`src/rtl/if_fetch_queue_pkg.sv`:
```
// Shared definitions for the instruction-fetch stage: next-PC opcodes and the
// redirect-taken decision used by the fetch top level.
package if_fetch_queue_pkg;

  typedef enum logic [1:0] {
    NPC_SEQ  = 2'b00,
    NPC_BR   = 2'b01,
    NPC_JAL  = 2'b10,
    NPC_JALR = 2'b11
  } npc_op_e;

  // A control-flow redirect only bites for jumps or branches whose condition holds.
  function automatic logic redir_taken(input logic vld, input logic [1:0] op, input logic cond);
    return vld && (op == NPC_JAL || op == NPC_JALR || (op == NPC_BR && cond));
  endfunction

endpackage

```
`src/rtl/if_fetch_queue_queue.sv`:
```
// Prefetch queue: circular buffer of {inst, pc} words with push/pop/flush,
// occupancy count and head outputs.
module if_queue
  import if_fetch_queue_pkg::*;
#(
  parameter int W     = 64,
  parameter int DEPTH = 2
) (
  input  logic                         clk,
  input  logic                         rst,
  input  logic                         push,
  input  logic [W-1:0]                 wdata,
  input  logic                         pop,
  input  logic                         flush,
  output logic [$clog2(DEPTH+1)-1:0]   count,
  output logic                         head_valid,
  output logic [W-1:0]                 head
);

  localparam int PW = $clog2(DEPTH);
  localparam int CW = $clog2(DEPTH+1);
  localparam logic [CW-1:0] FULL = CW'(DEPTH);

  logic [W-1:0]  mem [DEPTH];
  logic [PW-1:0] rd_ptr, wr_ptr;
  logic          do_pop, do_push, wr_en;

  assign do_pop  = pop && (count != '0);
  assign do_push = push && ((count != FULL) || do_pop);
  assign wr_en   = rst && !flush && do_push;

  always_ff @(posedge clk) begin
    if (!rst) begin
      rd_ptr <= '0;
      wr_ptr <= '0;
      count  <= '0;
    end else if (flush) begin
      rd_ptr <= '0;
      wr_ptr <= '0;
      count  <= '0;
    end else begin
      if (do_push) wr_ptr <= wr_ptr + PW'(1);
      if (do_pop)  rd_ptr <= rd_ptr + PW'(1);
      count <= count + CW'(do_push) - CW'(do_pop);
    end
  end

  // Storage is not reset; head_valid gates every use of it.
  always_ff @(posedge clk) begin
    if (wr_en) mem[wr_ptr] <= wdata;
  end

  assign head_valid = (count != '0);
  assign head       = mem[rd_ptr];

endmodule

```
`src/rtl/if_fetch_queue.sv`:
```
// Instruction-fetch stage: PC register, redirect target mux, one-outstanding
// synchronous IMEM read and a prefetch queue feeding decode over valid/ready.
module if_fetch_queue
  import if_fetch_queue_pkg::*;
#(
  parameter int              XLEN     = 32,
  parameter int              IMEM_AW  = 14,
  parameter int              QDEPTH   = 2,
  parameter logic [XLEN-1:0] RESET_PC = '0
) (
  input  logic                clk,
  input  logic                rst,
  input  logic                redir_valid,
  input  logic [1:0]          npc_op,
  input  logic                br,
  input  logic [XLEN-1:0]     redir_base,
  input  logic [XLEN-1:0]     offset,
  output logic                imem_en,
  output logic [IMEM_AW-1:0]  imem_addr,
  input  logic [31:0]         imem_rdata,
  output logic                inst_valid,
  input  logic                inst_ready,
  output logic [31:0]         inst,
  output logic [XLEN-1:0]     pc,
  output logic [XLEN-1:0]     pc4
);

  localparam int CW = $clog2(QDEPTH+1);
  localparam logic [CW:0] QD = (CW+1)'(QDEPTH);

  logic [XLEN-1:0]    fetch_pc, tag, sum, target;
  logic               inflight, take, pop, issue, push;
  logic [CW-1:0]      count;
  logic [CW:0]        occ;
  logic               q_valid;
  logic [31+XLEN:0]   q_head;

  assign pop  = inst_valid && inst_ready;
  assign take = redir_taken(redir_valid, npc_op, br);
  assign sum  = redir_base + offset;
  assign target = (npc_op == NPC_JALR) ? {sum[XLEN-1:1], 1'b0} : sum;

  // Slots already spoken for: queued words plus the read in flight, less the one leaving now.
  assign occ   = {1'b0, count} + (CW+1)'(inflight) - (CW+1)'(pop);
  assign issue = rst && !take && (occ < QD);
  // A redirect kills the word returning this cycle.
  assign push  = inflight && !take;

  assign imem_en   = issue;
  assign imem_addr = fetch_pc[IMEM_AW+1:2];

  always_ff @(posedge clk) begin
    if (!rst) begin
      fetch_pc <= RESET_PC;
      inflight <= 1'b0;
      tag      <= '0;
    end else begin
      inflight <= issue;
      if (issue) tag <= fetch_pc;
      if (take)       fetch_pc <= target;
      else if (issue) fetch_pc <= fetch_pc + XLEN'(4);
    end
  end

  if_queue #(.W(32+XLEN), .DEPTH(QDEPTH)) u_queue (
    .clk        (clk),
    .rst        (rst),
    .push       (push),
    .wdata      ({imem_rdata, tag}),
    .pop        (pop),
    .flush      (take),
    .count      (count),
    .head_valid (q_valid),
    .head       (q_head)
  );

  assign inst_valid = q_valid;
  assign inst       = q_valid ? q_head[31+XLEN:XLEN] : '0;
  assign pc         = q_valid ? q_head[XLEN-1:0] : '0;
  assign pc4        = q_valid ? q_head[XLEN-1:0] + XLEN'(4) : '0;

endmodule

```
`config.mk`:
```
export PLATFORM = sky130hd
export DESIGN_NAME = if_fetch_queue
export DESIGN_NICKNAME = d
export VERILOG_FILES = /design/src/rtl/if_fetch_queue_pkg.sv /design/src/rtl/if_fetch_queue_queue.sv /design/src/rtl/if_fetch_queue.sv
export SDC_FILE = /design/constraint.sdc
export NUM_CORES = 1
export LEC_CHECK = 0
export CORE_ASPECT_RATIO = 1.75
export CORE_MARGIN = 2
export CORE_UTILIZATION = 55
export DETAILED_ROUTE_END_ITERATION = 10
export GPL_ROUTABILITY_DRIVEN = 0
export HOLD_SLACK_MARGIN = 0.12
export PLACE_DENSITY = 0.91
export SETUP_SLACK_MARGIN = 0.4
export SLEW_MARGIN = 5
export SYNTH_ARGS = -nofsm -noshare
export SYNTH_HDL_FRONTEND = slang
export SYNTH_SLANG_ARGS = --single-unit
```
`constraint.sdc`:
```
create_clock -name clk -period 9.65 [get_ports clk]
set_input_delay 0.965 -clock clk [delete_from_list [all_inputs] [get_ports clk]]
set_output_delay 0.965 -clock clk [all_outputs]
set_load 0.03 [all_outputs]
```
==> results.toml, run 1 <==
[floorplan]
boundary_pins = 215
floorplan.initialDensity = 0.561
die_w_um = 110
die_outline_area_um2 = 20700
placement_rows = 67
floorplan.die.height_um = 189
core_region_area_um2 = 19100

[worst_setup_path]
worst_path_dominant_cell_family = "buffers and inverters"
crit_path_cell_trace = "buf_4 -> nand3_1 -> a221oi_2 -> nor4b_4 -> nand2_2 -> nor4_2 -> xor2_1 -> nor2_1 -> clkdlybuf4s50_1"
critPathKind = "flop to output port"
critical_path.max_fanout = 63
critPathBufInv = 2
worst_path_max_delay_cell = "buf_4"
cp_data_required_time_ps = 8690
setup.worst_path.end_class = "output port"
cp_slowest_stage_delay_ps = 740
critPathLaunchType = "flop"
worst-endpoint-arrival_ps = 4300

[power_and_ir_drop]
power.density_cell_area_nw_per_um2 = 222
internal_power_mw = 1.87
netSwitchingFraction = 0.375
power_switching_mw = 1.12
p_comb_frac = 0.406
power_frac_clock = 0.234
pwr-share-seq = 0.361
power_leakage_nw = 4.94
ir_drop_mv = 0.130

[clock_tree]
post_cts_buffers = 0
h-tree-depth = 4
ctsResizeCount = 0
cts_hold_buf = 0
clock_insertion_delay_worst_skew_ps = 430
cts_tree = "yes"
clock-root-buffer = "clkbuf_16"
clkSlewWorstSetupHoldPaths_ps = 70
clock-sinks = 198
clock_path_buffers = 2
cts_inserted_buffers = 17

[synth]
synthesis.nets = 1204
synth_enable_flop_cells = 128
netlist.area_leader.share = 0.358
synth-seq-area-share = 0.489
synth.ff_latch_count = 198
syn_area_um2 = 10700
synth_top_area_cell = "edfxtp_1"
leading_post_synthesis_cells_by_cell_area = "edfxtp_1, dfxtp_1, mux2i_1"
synth_cell_types = 75
ys_warn_count = 0
synth_flop_cell = "edfxtp_1"
synth_async_sr_flop_share = 0
synthesis.instances = 1063
avgSynthCellArea_um2 = 10.1

[detailed_routing]
post_drt_via_cell_ratio = 5.69
vias = 8465
ant_nets = 0
detail_route.wl_per_cell_um = 16.2
routed_wirelength_mm = 24.1
drcViolationCount = 0
first_pass_iters = 5
detailedRoute.firstIterationViolations = 485

[timing]
setup_violations = 0
hold_violation_count_in_the_final_report = 0
min_period_over_period = 0.546
unrepaired_setup_endpoints_after_global_routing = "no"
fin_tns_setup_ps = 0
timing.fmax_mhz = 190
maxSlewHeadroom = 0.372
max_slew.worst_pin.slew_ps = 936
timing.final.crit_period_ps = 5260
timing.clock.skew_ps = 11.9
slew_limit_fails = 0
timing.hold.ws_ps = 462

[final_layout]
flow.area_growth_from_synthesis_pct = 25.7
final_layout_size_suffix_gt1_frac = 0.0561
fillers = 1417
net_total_in_the_final_layout = 1376
antenna_cells = 0
multi_input_area_um2 = 5050
register_area_um2 = 5250
final_common_cell = "clkdlybuf4s50_1"
final_cell_mix = "clkdlybuf4s50_1, edfxtp_1, nor2_1, nand2_1, dfxtp_1"

[global_route]
grt_pass1_vias = 8195
track_usage = 0.233
grt_antenna_before_repair = 0
largest_net_degree_at_the_start_of_global_routing = 93
grt_first_pass_wirelength_mm = 38.1
global_route_congestion_overflow_total = 0

[min_path]
hold_path.class = "flop to flop"

[flow_run]
maxCapViolations = 0

[placement]
placement.io_buffers = 214
dp.final_hpwl_mm = 17.8

[run_status]
run_status = "finished, final reports clean"
[metal layers]
metal  vias to the layer above  global-route usage  wire, µm
met1                      3983               0.238      8730
li1                       4166                   -         -
met5                         -                   0         0
met3                        63              0.0408      1160
met2                       253               0.441     13300
met4                         0               0.109       876
[per-stage QoR]
step / cell area (µm²) / setup slack, ps / total power, mW / cells / utilization
final: 13500 / 4390 / 2.99 / 1489 / 0.705
after global routing: 13500 / 4030 / 3.14 / 1489 / 0.705
after detailed placement: 12900 / 4580 / 2.31 / 1457 / 0.674
after global placement: 12900 / 4680 / 2.28 / 1457 / 0.674
after floorplan: 10700 / 4520 / 1.88 / 1063 / -
after CTS: 13500 / 4370 / 3.01 / 1489 / 0.705
[path summary, 6_finish.rpt]
| kind | endpoint | cells past startpoint | from | slack, ps |
|---|---|---|---|---|
| worst max-delay path | pc4[26] | 9 | flop | 4390 |
| worst min-delay path | u_queue.mem[0][27] | 0 | tag[27] | 460 |
| worst min register to register | u_queue.mem[0][27] | 0 | tag[27] | 460 |
| worst max register to register | fetch_pc[27] | 14 | u_queue.count[1] | 5970 |
[registers in the layout (all words and copies together) (netlist names), named ones only]
register	count
u_queue.mem	128
fetch_pc	32
tag	32
u_queue.count	2
inflight	1
u_queue.rd_ptr	1
u_queue.wr_ptr	1
[cells in the mapped netlist (6+ instances only)]
cell        n
inv_1      22
o211ai_1    7
nand3b_1   10
buf_4      18
nand4_1    11
o21a_1     11
nor2b_1    11
buf_2      14
mux2i_1    65
and2_1     10
dfxtp_1    70
xnor2_1    34
clkbuf_1   31
ha_1       36
edfxtp_1  128
o21ai_0    34
nand2b_1    7
o211a_1     8
a21o_1     14
nor3_1     11
a211oi_1   10
nor2_1    128
nand3_1    59
a21oi_1    46
nand2_1   117
nor4_1      6
and3_1     16
xor2_1     37
[power by group through the flow]
stage	logic (mW)	clock network (mW)	registers, mW
final	1.21	0.699	1.08
after CTS	1.22	0.711	1.08
after detailed placement	1.21	0	1.10
after global placement	1.19	0	1.09
after global routing	1.30	0.747	1.09
after floorplan	0.807	0	1.07
[worst reg2reg max path, delay by kind of cell (launching register included)]
family          cells  cell delay (ps)
flops               1              480
simple gates        6             1260
compound gates      2              380
xor+xnor            2              400
buf+inv             2              410
fa+ha+maj           2              650
[kinds of logic (layout without fill, tap and decap cells)]
family                     count (synthesis)  in the layout  share of synthesized area
DFF                                      198            198                      0.489
buffers and inverters                     92            277                     0.0423
and+or+nand+nor                          414            414                      0.186
muxes                                     67             67                     0.0627
xor gates and xnor gates                  71             71                     0.0579
AOI/OAI and AO/OA                        183            183                      0.117
adders and majority gates                 38             38                     0.0457
[cell type report]
| type | instances | share of cell area |
|---|---|---|
| Sequential cell | 198 | 0.389 |
| Multi-Input combinational cell | 773 | 0.375 |
| Timing Repair Buffer | 223 | 0.163 |
| Clock buffer | 19 | 0.0344 |
| Tap cell | 241 | 0.0224 |
| Clock inverter | 13 | 0.00974 |
| Inverter | 22 | 0.00612 |
Power figures use the tool's default switching activity.
==> run 2: changes to the inputs <==
--- a/config.mk
+++ b/config.mk
@@ -7,11 +7,11 @@
 export LEC_CHECK = 0
 export CORE_ASPECT_RATIO = 1.75
 export CORE_MARGIN = 2
-export CORE_UTILIZATION = 55
+export CORE_UTILIZATION = 47
 export DETAILED_ROUTE_END_ITERATION = 10
 export GPL_ROUTABILITY_DRIVEN = 0
 export HOLD_SLACK_MARGIN = 0.12
-export PLACE_DENSITY = 0.91
+export PLACE_DENSITY = 0.84
 export SETUP_SLACK_MARGIN = 0.4
 export SLEW_MARGIN = 5
 export SYNTH_ARGS = -nofsm -noshare
==> constraint.sdc (replaced) <==
create_clock -name clk -period 4.7 [get_ports clk]
set_input_delay 0.47 -clock clk [delete_from_list [all_inputs] [get_ports clk]]
set_output_delay 0.47 -clock clk [all_outputs]
set_load 0.03 [all_outputs]
==> run 2 against run 1 <==
Against the previous run:
- die area rose by 17%
- global-route usage is 2.0 points lower
- routed wire length up 7.1%
- sequential cell count unchanged
- combinational power rose by 110%
- utilization shrank 10 points
- sequential power up 100%
- via count grew 0.98%
- sequential share of layout area decreased by 0.33 points
- cell area up 0.84%
- critical path type unchanged
==> results.toml, run 2 (same netlist as run 1, synthesis figures left out) <==
[min_path]
hold_path.class = "flop to flop"

[global_route]
grt_first_pass_wirelength_mm = 41.6
largest_net_degree_at_the_start_of_global_routing = 93
global_route_congestion_overflow_total = 0
grt_antenna_before_repair = 0
grt_pass1_vias = 8565
track_usage = 0.213

[final_layout]
net_total_in_the_final_layout = 1382
stdcell_count = 1554
final_common_cell = "clkdlybuf4s50_1"
max_flop_register = "u_queue.mem"
flow.area_growth_from_synthesis_pct = 26.7
antenna_cells = 0
final_layout_size_suffix_gt1_frac = 0.0606
final_cell_mix = "clkdlybuf4s50_1, edfxtp_1, nor2_1, nand2_1, dfxtp_1"
largest_register_ffs = 128
design_area_um2 = 13600
fillers = 1936
largest_registers = "u_queue.mem x128, fetch_pc x32, tag x32"

[floorplan]
core_region_area_um2 = 22600
die_w_um = 118
die_outline_area_um2 = 24100
floorplan.initialDensity = 0.476
boundary_pins = 215
placement_rows = 73
floorplan.die.height_um = 204

[timing]
timing.clock.skew_ps = 12.5
timing.final.crit_period_ps = 4090
timing.fmax_mhz = 245
slew_limit_fails = 0
min_period_over_period = 0.870
timing.hold.ws_ps = 447
unrepaired_setup_endpoints_after_global_routing = "no"
setup_violations = 0
maxSlewHeadroom = 0.358
max_slew.worst_pin.slew_ps = 963
hold_violation_count_in_the_final_report = 0
fin_tns_setup_ps = 0

[detailed_routing]
routed_wirelength_mm = 25.8
detail_route.wl_per_cell_um = 16.6
ant_nets = 0
post_drt_via_cell_ratio = 5.50
drcViolationCount = 0
detailedRoute.firstIterationViolations = 434
vias = 8548
first_pass_iters = 7

[worst_setup_path]
critPathLaunchType = "flop"
worst-endpoint-arrival_ps = 3620
crit_path_cell_trace = "buf_6 -> nand3_1 -> a221oi_2 -> nor4b_4 -> nand2_2 -> nor4_2 -> xor2_1 -> nor2_1 -> clkdlybuf4s50_1"
critPathBufInv = 2
worst_path_max_delay_cell = "clkdlybuf4s50_1"
critPathKind = "flop to output port"
setup.reg_to_reg.worst_slack_ps = 1080
cp_slowest_stage_delay_ps = 710
cp_data_required_time_ps = 4230
setup.worst_path.end_class = "output port"
worst_path_dominant_cell_family = "simple AND/OR/NAND/NOR gates"
critical_path.max_fanout = 28

[placement]
post_dp_cell_area_um2 = 13000
placement.io_buffers = 214
placedCellCount = 1521
dp.final_hpwl_mm = 19.5

[power_and_ir_drop]
ir_drop_mv = 0.294
power_leakage_nw = 4.95
post-layout-total-power_mw = 6.11
power.density_cell_area_nw_per_um2 = 449

[clock_tree]
clock-root-buffer = "clkbuf_16"
clock_insertion_delay_worst_skew_ps = 420
cts_tree = "yes"
h-tree-depth = 4
cts_inserted_buffers = 17
clkSlewWorstSetupHoldPaths_ps = 70
clock_path_buffers = 2
clock-sinks = 198

[flow_run]
maxCapViolations = 0

[run_status]
run_status = "finished, final reports clean"
-- run 2: changes by cell type in the layout (fill, tap and decap cells not counted), moves of 2 or more --
cell and change:
buf_4 +4, clkbuf_1 +2, clkinvlp_4 +2, inv_4 -2
inv_6 +4, inv_8 -2
-- run 2: routing by layer --
layer	vias to the layer above	routed length, µm	track usage
met5	-	0	0
met2	273	14200	0.411
met1	4036	9500	0.220
met3	65	1090	0.0315
met4	0	1040	0.103
li1	4174	-	-
-- run 2: tightest hold or removal path: stages (launching register included) --
cell and delay (ps):
dfxtp_1 320, nand2_1 50, nand2_1 40
-- run 2: cell type report --
cell class	instances	area (µm²)	area share
Multi-Input combinational cell	773	5060	0.372
Sequential cell	198	5250	0.386
Tap cell	300	375	0.0276
Inverter	22	82.6	0.00607
Timing Repair Buffer	229	2280	0.168
Clock inverter	13	111	0.00819
Clock buffer	19	433	0.0318
-- run 2: where the power goes --
part,switching [mW],internal [mW]
Clock,0.642,0.695
Combinational,1.57,0.981
Sequential,0.140,2.07
Total,2.36,3.75
-- run 2: per-stage QoR --
step,setup WS [ps],util
2_1_floorplan,1140,-
3_3_place_gp,827,0.577
3_5_place_dp,592,0.577
4_1_cts,409,0.602
5_1_grt,410,0.603
6_report,613,0.603
-- run 2: path summary, 6_finish.rpt --
path,cells after the start,start,endpoint
setup / recovery,9,flop,pc4[26]
hold / removal,2,fetch_pc[1],tag[1]
setup reg to reg,13,u_queue.count[1],fetch_pc[24]
hold reg to reg,2,fetch_pc[1],tag[1]
-- run 2: timing repair --
action,in CTS,in global routing
setup endpoints to repair,7,9
hold buffers,0,0
setup buffers,0,1
resized for setup,2,0
